$ cat src/rtl/pt_scan_pkg.sv
// Shared types and default printable-range limits for the plaintext scanner and the
// key-search controller.
package pt_scan_pkg;

  typedef enum logic [2:0] {
    StIdle,
    StLenIssue,
    StLenCap,
    StScan,
    StDone
  } pt_scan_state_t;

  localparam logic [7:0] PT_CHAR_LO = 8'h20;
  localparam logic [7:0] PT_CHAR_HI = 8'h7E;

endpackage

$ cat src/rtl/pt_scan_char_range.sv
// Combinational inclusive range check of one character against [CHAR_LO, CHAR_HI].
module char_range #(
  parameter int unsigned       DATA_W  = 8,
  parameter logic [DATA_W-1:0] CHAR_LO = DATA_W'(8'h20),
  parameter logic [DATA_W-1:0] CHAR_HI = DATA_W'(8'h7E)
) (
  input  logic [DATA_W-1:0] data_i,
  output logic              in_range_o
);

  assign in_range_o = (data_i >= CHAR_LO) && (data_i <= CHAR_HI);

endmodule

$ cat src/rtl/pt_scan.sv
// Length-prefixed plaintext scanner: checks one byte per clock against a printable range.
// Optional build macro PT_SCAN_EARLY_EXIT_EN stops the scan at the first illegal byte.
module pt_scan
  import pt_scan_pkg::*;
#(
  parameter int unsigned       ADDR_W  = 8,
  parameter int unsigned       DATA_W  = 8,
  parameter logic [DATA_W-1:0] CHAR_LO = DATA_W'(PT_CHAR_LO),
  parameter logic [DATA_W-1:0] CHAR_HI = DATA_W'(PT_CHAR_HI)
) (
  input  logic              clk,
  input  logic              rst_n,
  input  logic              en,
  input  logic              abort,
  input  logic [ADDR_W-1:0] base,
  output logic              rdy,
  output logic [ADDR_W-1:0] addr,
  input  logic [DATA_W-1:0] rddata,
  output logic              valid,
  output logic              checked,
  output logic [DATA_W-1:0] bad_idx,
  output logic [DATA_W-1:0] bad_count,
  output logic [DATA_W-1:0] len
);

  pt_scan_state_t    state_q, state_d;
  logic [ADDR_W-1:0] base_q, base_d;
  logic [ADDR_W-1:0] addr_q, addr_d;
  // One bit wider than the length so an all-ones length still terminates.
  logic [DATA_W:0]   idx_q, idx_d;
  logic [DATA_W-1:0] len_q, len_d;
  logic [DATA_W-1:0] bad_idx_q, bad_idx_d;
  logic [DATA_W-1:0] bad_count_q, bad_count_d;
  logic              valid_q, valid_d;
  logic              checked_q, checked_d;
  logic              byte_ok;

  char_range #(
    .DATA_W  (DATA_W),
    .CHAR_LO (CHAR_LO),
    .CHAR_HI (CHAR_HI)
  ) u_char_range (
    .data_i     (rddata),
    .in_range_o (byte_ok)
  );

  always_comb begin
    state_d     = state_q;
    base_d      = base_q;
    addr_d      = addr_q;
    idx_d       = idx_q;
    len_d       = len_q;
    bad_idx_d   = bad_idx_q;
    bad_count_d = bad_count_q;
    valid_d     = valid_q;
    checked_d   = checked_q;

    unique case (state_q)
      StIdle: begin
        if (en) begin
          base_d      = base;
          addr_d      = base;
          idx_d       = '0;
          len_d       = '0;
          bad_idx_d   = '0;
          bad_count_d = '0;
          valid_d     = 1'b0;
          checked_d   = 1'b0;
          state_d     = StLenIssue;
        end
      end
      StLenIssue: begin
        addr_d  = base_q + ADDR_W'(1);
        state_d = StLenCap;
      end
      StLenCap: begin
        len_d   = rddata;
        // addr is registered, so it runs one byte ahead of the byte being checked.
        addr_d  = base_q + ADDR_W'(2);
        idx_d   = (DATA_W+1)'(1);
        state_d = (rddata == '0) ? StDone : StScan;
      end
      StScan: begin
        addr_d = base_q + ADDR_W'(idx_q) + ADDR_W'(2);
        idx_d  = idx_q + (DATA_W+1)'(1);
        if (!byte_ok) begin
          if (bad_count_q != '1) begin
            bad_count_d = bad_count_q + DATA_W'(1);
          end
          if (bad_idx_q == '0) begin
            bad_idx_d = idx_q[DATA_W-1:0];
          end
        end
        if (idx_q == {1'b0, len_q}) begin
          state_d = StDone;
        end
`ifdef PT_SCAN_EARLY_EXIT_EN
        if (!byte_ok) begin
          state_d = StDone;
        end
`endif
      end
      StDone: begin
        checked_d = 1'b1;
        valid_d   = (bad_count_q == '0);
        state_d   = StIdle;
      end
      default: state_d = StIdle;
    endcase

    // Abort wins over any completion in the same cycle.
    if (abort && (state_q != StIdle)) begin
      state_d   = StIdle;
      valid_d   = 1'b0;
      checked_d = 1'b0;
    end
  end

  always_ff @(posedge clk) begin
    if (!rst_n) begin
      state_q     <= StIdle;
      base_q      <= '0;
      addr_q      <= '0;
      idx_q       <= '0;
      len_q       <= '0;
      bad_idx_q   <= '0;
      bad_count_q <= '0;
      valid_q     <= 1'b0;
      checked_q   <= 1'b0;
    end else begin
      state_q     <= state_d;
      base_q      <= base_d;
      addr_q      <= addr_d;
      idx_q       <= idx_d;
      len_q       <= len_d;
      bad_idx_q   <= bad_idx_d;
      bad_count_q <= bad_count_d;
      valid_q     <= valid_d;
      checked_q   <= checked_d;
    end
  end

  assign rdy       = (state_q == StIdle);
  assign addr      = addr_q;
  assign valid     = valid_q;
  assign checked   = checked_q;
  assign bad_idx   = bad_idx_q;
  assign bad_count = bad_count_q;
  assign len       = len_q;

endmodule
$ cat config.mk
export PLATFORM = sky130hd
export DESIGN_NAME = pt_scan
export DESIGN_NICKNAME = d
export VERILOG_FILES = /design/src/rtl/pt_scan_pkg.sv /design/src/rtl/pt_scan_char_range.sv /design/src/rtl/pt_scan.sv
export SDC_FILE = /design/constraint.sdc
export NUM_CORES = 1
export LEC_CHECK = 0
export CAP_MARGIN = 15
export CORE_MARGIN = 2
export CORE_UTILIZATION = 48
export DETAILED_ROUTE_END_ITERATION = 6
export PLACE_DENSITY = 0.81
export SLEW_MARGIN = 20
export SYNTH_ARGS = -nofsm -noshare
export SYNTH_HDL_FRONTEND = slang
export SYNTH_SLANG_ARGS = --single-unit
$ cat constraint.sdc
create_clock -name clk -period 2.15 [get_ports clk]
set_clock_uncertainty 0.1 [all_clocks]
set_input_delay 0.43 -clock clk [delete_from_list [all_inputs] [get_ports clk]]
set_output_delay 0.43 -clock clk [all_outputs]
set_load 0.01 [all_outputs]
==> run metrics, run 1 <==
count of hold buffers inserted by post-cts repair=0; Pleak=1.75 nW; DR iter-0 viols=241; vias in the first global route=3144; post-synth cell types=65; ant diodes=0; slack of the critical path=-0.0994 ns; CP Data Arrival Time=2.42 ns; Crit path depth=11; Final Cell Area=4380 sq um; Final min period=2.25 ns; Via-to-Cell Ratio=around 6.1; Root Buffer=clkbuf_8; CP Cell Sequence=inv_2 > ha_4 > inv_4 > ha_4 > inv_2 > fa_2 > nor2b_4 > o31a_1 > a211o_1 > a31oi_1 > a31o_2; Die ar.=7390 sq um; combinational share of power=32.0%; HP Class=reg -> reg; Final HPWL DP=7070 um; CP max stage cell=dfxtp_2; I/O Pins=55; Fill cells=between 500 and 600; core footprint=6420 sq um; Max-Cap Viols=0; Worst VDD drop=0.464 mV; Max-slew headroom=approximately three fifths; Clock Latency Late Sink=0.32 ns; Final Net Count=513; predominant post-synthesis flop cell=dfxtp_1; RSZ-0062 raised after global routing=yes; Net Sw Frac=32.5%; drt first pass iters=5; fin crit share=105%; Clock transition at path regs=0.10 ns; placed cell areas=4150 sq um; worst reg2reg path endpoint=addr[5]; failing checks=negative setup slack; start point of the worst hold path=addr[1]; Yosys Warn Count=0; Flop pwr share=a little over two fifths; reg2reg setup slack=-0.1 ns; syn nets=418; antenna-violating nets left=0; H-tree depth=2; routability cong.=0.991; Clock Sinks=54; DRC=0; layout cell share with drive strength beyond 1=19.6%; clock tree buffer depth=2; CP required=2.32 ns; global-route wire length before repair=15600 um; Int Pwr=1.84 mW; setup tns final=-0.165 ns; power share of the clock group=26.4%; synthesized area=3230 sq um; Site Rows=29; Layout Cells excl Fill=552; overall routing resource usage=around a quarter; worst hold margin=0.365 ns; peak per-stage delay on the critical path=0.36 ns; status=finished with violations; Post-Syn Instances=379; Sw Pwr=0.888 mW; Slew Limit Fails=0; maximum fanout along the worst path=2; Synth-to-Final Area Change=35.8%; largest net degree at the start of global routing=22; Mapped Avg Cell Area=between 8 and 9 sq um; TritonCTS clock tree=yes; critical path's top delay family=compound AO/OA/AOI/OAI gates; Cell Pwr Density=between 600 and 700 nW/um^2; Post-Place Cells=541; register area share after synthesis=about a third; Setup violations, final=2; Port-buffer cells=54; Register-to-Register Path Depth=11; Worst Hold Depth=2; register area=1090 sq um; final core area utilization=68.2%; Hold Fails Final Rpt=0; f_max=445 MHz; worst setup path class=reg -> reg; Seq cells post-synth=54; origin of the critical flop-to-flop path=base_q[1]; drt total wl=a little under 10000 um; area of the multi-input gates=2080 sq um; post-synthesis async set-or-reset flop share=0%; initial core utilization=around 50%; EDFF count, synth=0; CP bufs+invs=3; CTS Buf Count=5; Worst-Margin Slew=0.615 ns; gr ovfl total=0; DR WL/cell=roughly 17 um; Die H=around 86 um; Worst Setup End Kind=flop; initial antenna violation count=0; via count=3354; Hold EP=addr[1]; nature of the critical path startpoint=flop; Die W=around 86 um
[tightest hold or removal path: stages, from the launching register on]
cell and delay (ns):
dfxtp_1 0.32, nand2_1 0.05, a21boi_0 0.06
[flip-flops by register name, indices dropped and copies added (netlist names)]
| register | cells |
|---|---|
| len | 8 |
| state_q | 3 |
| base_q | 8 |
| bad_count | 8 |
| idx_q | 9 |
| addr | 8 |
| bad_idx | 8 |
| valid | 1 |
| checked | 1 |
[through the flow]
step                total power [mW]  setup slack (ns)
global placement                1.96            -0.170
CTS                             2.70            -0.120
global route                    2.86            -0.196
finish                          2.73           -0.0994
detailed placement              1.98            -0.230
floorplan                       1.60           0.00415
[synthesized netlist by cell type, types with 4 or more instances]
| library cell | count | area, sq um |
|---|---|---|
| o21a_1 | 4 | 30.0 |
| a22oi_1 | 11 | 82.6 |
| o22ai_1 | 4 | 25.0 |
| or4_1 | 4 | 30.0 |
| and3_1 | 6 | 37.5 |
| inv_1 | 13 | 48.8 |
| dfxtp_1 | 54 | 1080 |
| a22o_1 | 8 | 70.1 |
| nand4_1 | 9 | 56.3 |
| nand2_1 | 38 | 143 |
| a21boi_0 | 10 | 75.1 |
| nand3_1 | 11 | 55.1 |
| xor2_1 | 16 | 140 |
| nor2_1 | 27 | 101 |
| a21oi_1 | 16 | 80.1 |
| and2_1 | 5 | 31.3 |
| o21ai_0 | 11 | 55.1 |
| nor2b_1 | 14 | 87.6 |
| buf_2 | 5 | 25.0 |
| nand2b_1 | 5 | 31.3 |
| a31oi_1 | 8 | 50.1 |
| xnor2_1 | 5 | 43.8 |
| or3_1 | 4 | 25.0 |
| ha_1 | 18 | 225 |
| clkbuf_1 | 13 | 48.8 |
| o211ai_1 | 5 | 37.5 |
[layer usage]
layer	global-route usage, %	vias up	wire [um]
li1	-	1589	-
met1	36.2	1584	4200
met2	42.2	164	4460
met3	4.91	17	817
met4	6.93	0	164
met5	0	-	0
[layout make-up]
cell class                 count  share of cell area (%)
inverter                      14                    1.26
clock buffer                   5                    1.57
multi-input combinational    291                    47.5
tap                           77                    2.20
timing repair buffer         108                    21.6
sequential                    54                    24.8
clock inverter                 3                    1.11
[power groups by stage]
stage | Clock (mW) | Combinational, mW | Sequential (mW)
3_3_place_gp | 0 | 0.811 | 1.15
4_1_cts | 0.727 | 0.838 | 1.14
6_report | 0.720 | 0.874 | 1.14
3_5_place_dp | 0 | 0.827 | 1.16
5_1_grt | 0.769 | 0.945 | 1.15
2_1_floorplan | 0 | 0.445 | 1.16
[cells by family after synthesis]
logic type	count (synthesis)	share of synthesized area [%]
adders and majority gates	19	7.60
xor gates and xnor gates	21	5.70
buffers and inverters	34	4.62
and+or+nand+nor	142	23.1
DFF	54	33.5
muxes	3	1.09
AOI/OAI and AO/OA	106	24.4
[placed cells by master (no fill, tap or decap), types with 5 or more instances in the layout]
master           count
and3_1               6
o211ai_1             5
a21oi_1             15
clkdlybuf4s50_1     53
nor2_1              26
nand2b_1             5
ha_1                15
nand4_1              9
a31oi_1              8
nand3_1             11
nor2b_1             13
nand2_1             38
clkbuf_8             5
a22oi_1             11
a21boi_0             9
a22o_1               8
and2_1               5
o21ai_0              8
dfxtp_1             50
buf_4               54
xor2_1              16
inv_1                9
[timing repair]
action	4_1_cts	5_1_grt
buffers inserted	1	2
endpoints found under the setup margin	6	7
gates resized for setup	14	12
pin swaps	11	13
[worst max-delay path by stage]
stage | endpoint | startpoint | slack (ns)
floorplan | addr[5] | base_q[1] | 0.004
global route | addr[5] | idx_q[1] | -0.20
CTS | addr[5] | idx_q[1] | -0.12
finish | addr[5] | base_q[1] | -0.1
detailed placement | bad_idx[4] | en | -0.23
global placement | bad_count[7] | en | -0.17
No activity file was read; power rests on OpenSTA's default activity.
==> inputs of run 2 (changes only) <==
--- a/config.mk
+++ b/config.mk
@@ -6,9 +6,12 @@
 export NUM_CORES = 1
 export LEC_CHECK = 0
 export CAP_MARGIN = 15
+export CELL_PAD_IN_SITES_DETAIL_PLACEMENT = 0
+export CELL_PAD_IN_SITES_GLOBAL_PLACEMENT = 1
 export CORE_MARGIN = 2
-export CORE_UTILIZATION = 48
+export CORE_UTILIZATION = 36
 export DETAILED_ROUTE_END_ITERATION = 6
+export GPL_TIMING_DRIVEN = 0
 export PLACE_DENSITY = 0.81
 export SLEW_MARGIN = 20
 export SYNTH_ARGS = -nofsm -noshare
==> run metrics, run 2 (synthesis gave the netlist of run 1 again) <==
Hold EP=addr[2]; Worst Hold Depth=2 (unchanged); gr ovfl total=0 (unchanged); routability cong.=0.937 (-5.4%); Clock transition at path regs=0.11 ns (about the same); DR WL/cell=16.7 um (-4.3%); drt first pass iters=4 (-1); Clock Sinks=54 (unchanged); Setup violations, final=2 (unchanged); count of hold buffers inserted by post-cts repair=0 (unchanged); Overall Power=2.65 mW (-2.8%); start point of the worst hold path=addr[2]; GRT Max-Usage Layer=met2; met1 usage=26.4% (-9.8 points); setup tns final=-0.152 ns (+0.0131 ns); Worst Setup End Kind=flop; CTS Buf Count=5 (unchanged); Die W=98.7 um (+15%); Cell Pwr Density=638 nW/um^2 (+2.3%); status=finished with violations; Die ar.=9730 sq um (+32%); I/O Pins=55 (unchanged); Max-slew headroom=56.5% (-2.3 points); Worst VDD drop=0.304 mV (-35%); RSZ-0062 raised after global routing=yes; Final min period=2.24 ns (-0.0140 ns); f_max=447 MHz (+0.63%); via count=3117 (-7.1%); worst reg2reg path endpoint=addr[7]; worst setup path class=reg -> reg; grt met2 use=31.1% (-11 points); initial antenna violation count=0 (unchanged); CP Data Arrival Time=2.33 ns (-0.09 ns); max FFs per register=9 (unchanged); Root Buffer=clkbuf_8; CP required=2.25 ns (-0.07 ns); layout cell share with drive strength beyond 1=13.1% (-6.5 points); commonest non-fill, non-tap cell in the layout=clkdlybuf4s50_1; clock tree buffer depth=2 (unchanged); core footprint=8720 sq um (+36%); fin crit share=104% (-0.65 points); initial core utilization=37.0% (-13 points); HP Class=reg -> reg; Reg with most FFs=idx_q; reg2reg setup slack=-0.09 ns (about the same); DRC=0 (unchanged); Pleak=1.57 nW (-11%); Synth-to-Final Area Change=28.9%; Layout Cells excl Fill=552 (unchanged); origin of the critical flop-to-flop path=base_q[1]; Via-to-Cell Ratio=5.65 (-7.1%); Final HPWL DP=6830 um (-3.3%); global-route wire length before repair=15000 um (-3.6%); DR iter-0 viols=157 (-35%); nature of the critical path startpoint=flop; Final Net Count=482 (-6.0%); Port-buffer cells=52 (-3.7%); drt total wl=9230 um (-4.3%); met3 usage in global routing=2.27% (-2.6 points); Clock Latency Late Sink=0.32 ns (about the same); Fill cells=847 (+64%); TritonCTS clock tree=yes; slack of the critical path=-0.0854 ns (+0.0140 ns); maximum fanout along the worst path=2 (unchanged); overall routing resource usage=19.1% (-7.2 points); final core area utilization=47.7% (-20 points); Worst-Margin Slew=0.648 ns (+0.0335 ns); H-tree depth=2 (unchanged); Register-to-Register Path Depth=11 (unchanged); most frequent cells in the layout=clkdlybuf4s50_1 (51), dfxtp_1 (45), nand2_1 (38), nor2_1 (26); antenna-violating nets left=0 (unchanged); vias in the first global route=2968 (-5.6%); Final Cell Area=4160 sq um (-5.0%); Die H=98.7 um (+15%); Site Rows=34 (+17%); Post-Place Cells=539 (-0.37%); ant diodes=0 (unchanged); Slew Limit Fails=0 (unchanged); placed cell areas=3890 sq um (-6.4%); Max-Cap Viols=0 (unchanged); Hold Fails Final Rpt=0 (unchanged); failing checks=negative setup slack; largest net degree at the start of global routing=19 (-14%)
-- run 2: cell types whose count changed in the layout (fill, tap and decap cells not counted), moves of 2 or more --
cell / delta
buf_2: +5
buf_4: -48
buf_6: +2
clkbuf_1: +10
clkbuf_2: +2
clkdlybuf4s50_1: -2
dfxtp_1: -5
dfxtp_2: -2
dfxtp_4: +7
o21ai_0: +3
o21ai_1: -3
-- run 2: per-layer routing --
layer	vias up	routed length [um]
met2	96	4300
met4	0	180
met3	14	383
met5	-	0
met1	1485	4370
li1	1522	-
-- run 2: worst max-delay path by stage --
stage,endpoint,startpoint,slack [ns]
after floorplan,addr[5],base_q[1],0.004
after global placement,addr[7],idx_q[3],-0.25
after detailed placement,addr[7],base_q[1],-0.28
after CTS,addr[7],idx_q[1],-0.11
after global routing,addr[7],base_q[1],-0.15
final,addr[7],base_q[1],-0.09
-- run 2: cell type report --
class	instances	area (sq um)	share of cell area, %
timing repair buffer	58	566	13.6
tap	108	135	3.25
clock inverter	3	48.8	1.17
sequential	54	1110	26.7
buffer	19	95.1	2.29
clock buffer	5	68.8	1.65
inverter	14	61.3	1.47
multi-input combinational	291	2070	49.9
-- run 2: repair_timing --
item                                    4_1_cts  5_1_grt
pin swaps                                     7        5
endpoints found under the hold margin         0        0
endpoints found under the setup margin        7       23
gates resized for setup                      26       14
buffers inserted                              5        1
gates cloned                                  0        0
-- run 2: worst max-delay path, stage by stage, from the launching register on --
cell and delay [ns]:
dfxtp_4 0.38, inv_4 0.04, ha_4 0.25, inv_2 0.04, ha_4 0.15, inv_2 0.05
fa_2 0.20, nor2b_2 0.05, o31a_1 0.27, o22ai_2 0.15, mux2i_2 0.30, a31oi_1 0.13
-- run 2: power breakdown --
part | leakage, nW | internal (mW) | switching, mW | total (mW)
registers | 0.445 | 1.07 | 0.0654 | 1.13
logic | 1.07 | 0.349 | 0.425 | 0.774
clock network | 0.0563 | 0.356 | 0.394 | 0.750
-- run 2: through the flow --
stage               hold slack (ns)  setup WS (ns)
global route                  0.393         -0.152
CTS                           0.383         -0.114
detailed placement            0.364         -0.284
floorplan                     0.377        0.00415
global placement              0.360         -0.248
finish                        0.368        -0.0854
==> inputs of run 3 (changes only) <==
--- a/config.mk
+++ b/config.mk
@@ -5,6 +5,7 @@
 export SDC_FILE = /design/constraint.sdc
 export NUM_CORES = 1
 export LEC_CHECK = 0
+export ABC_CLOCK_PERIOD_IN_PS = 2150
 export CAP_MARGIN = 15
 export CELL_PAD_IN_SITES_DETAIL_PLACEMENT = 0
 export CELL_PAD_IN_SITES_GLOBAL_PLACEMENT = 1
==> results of run 3 <==
No change in the layout: final DEF, timing and power equal those of run 2.
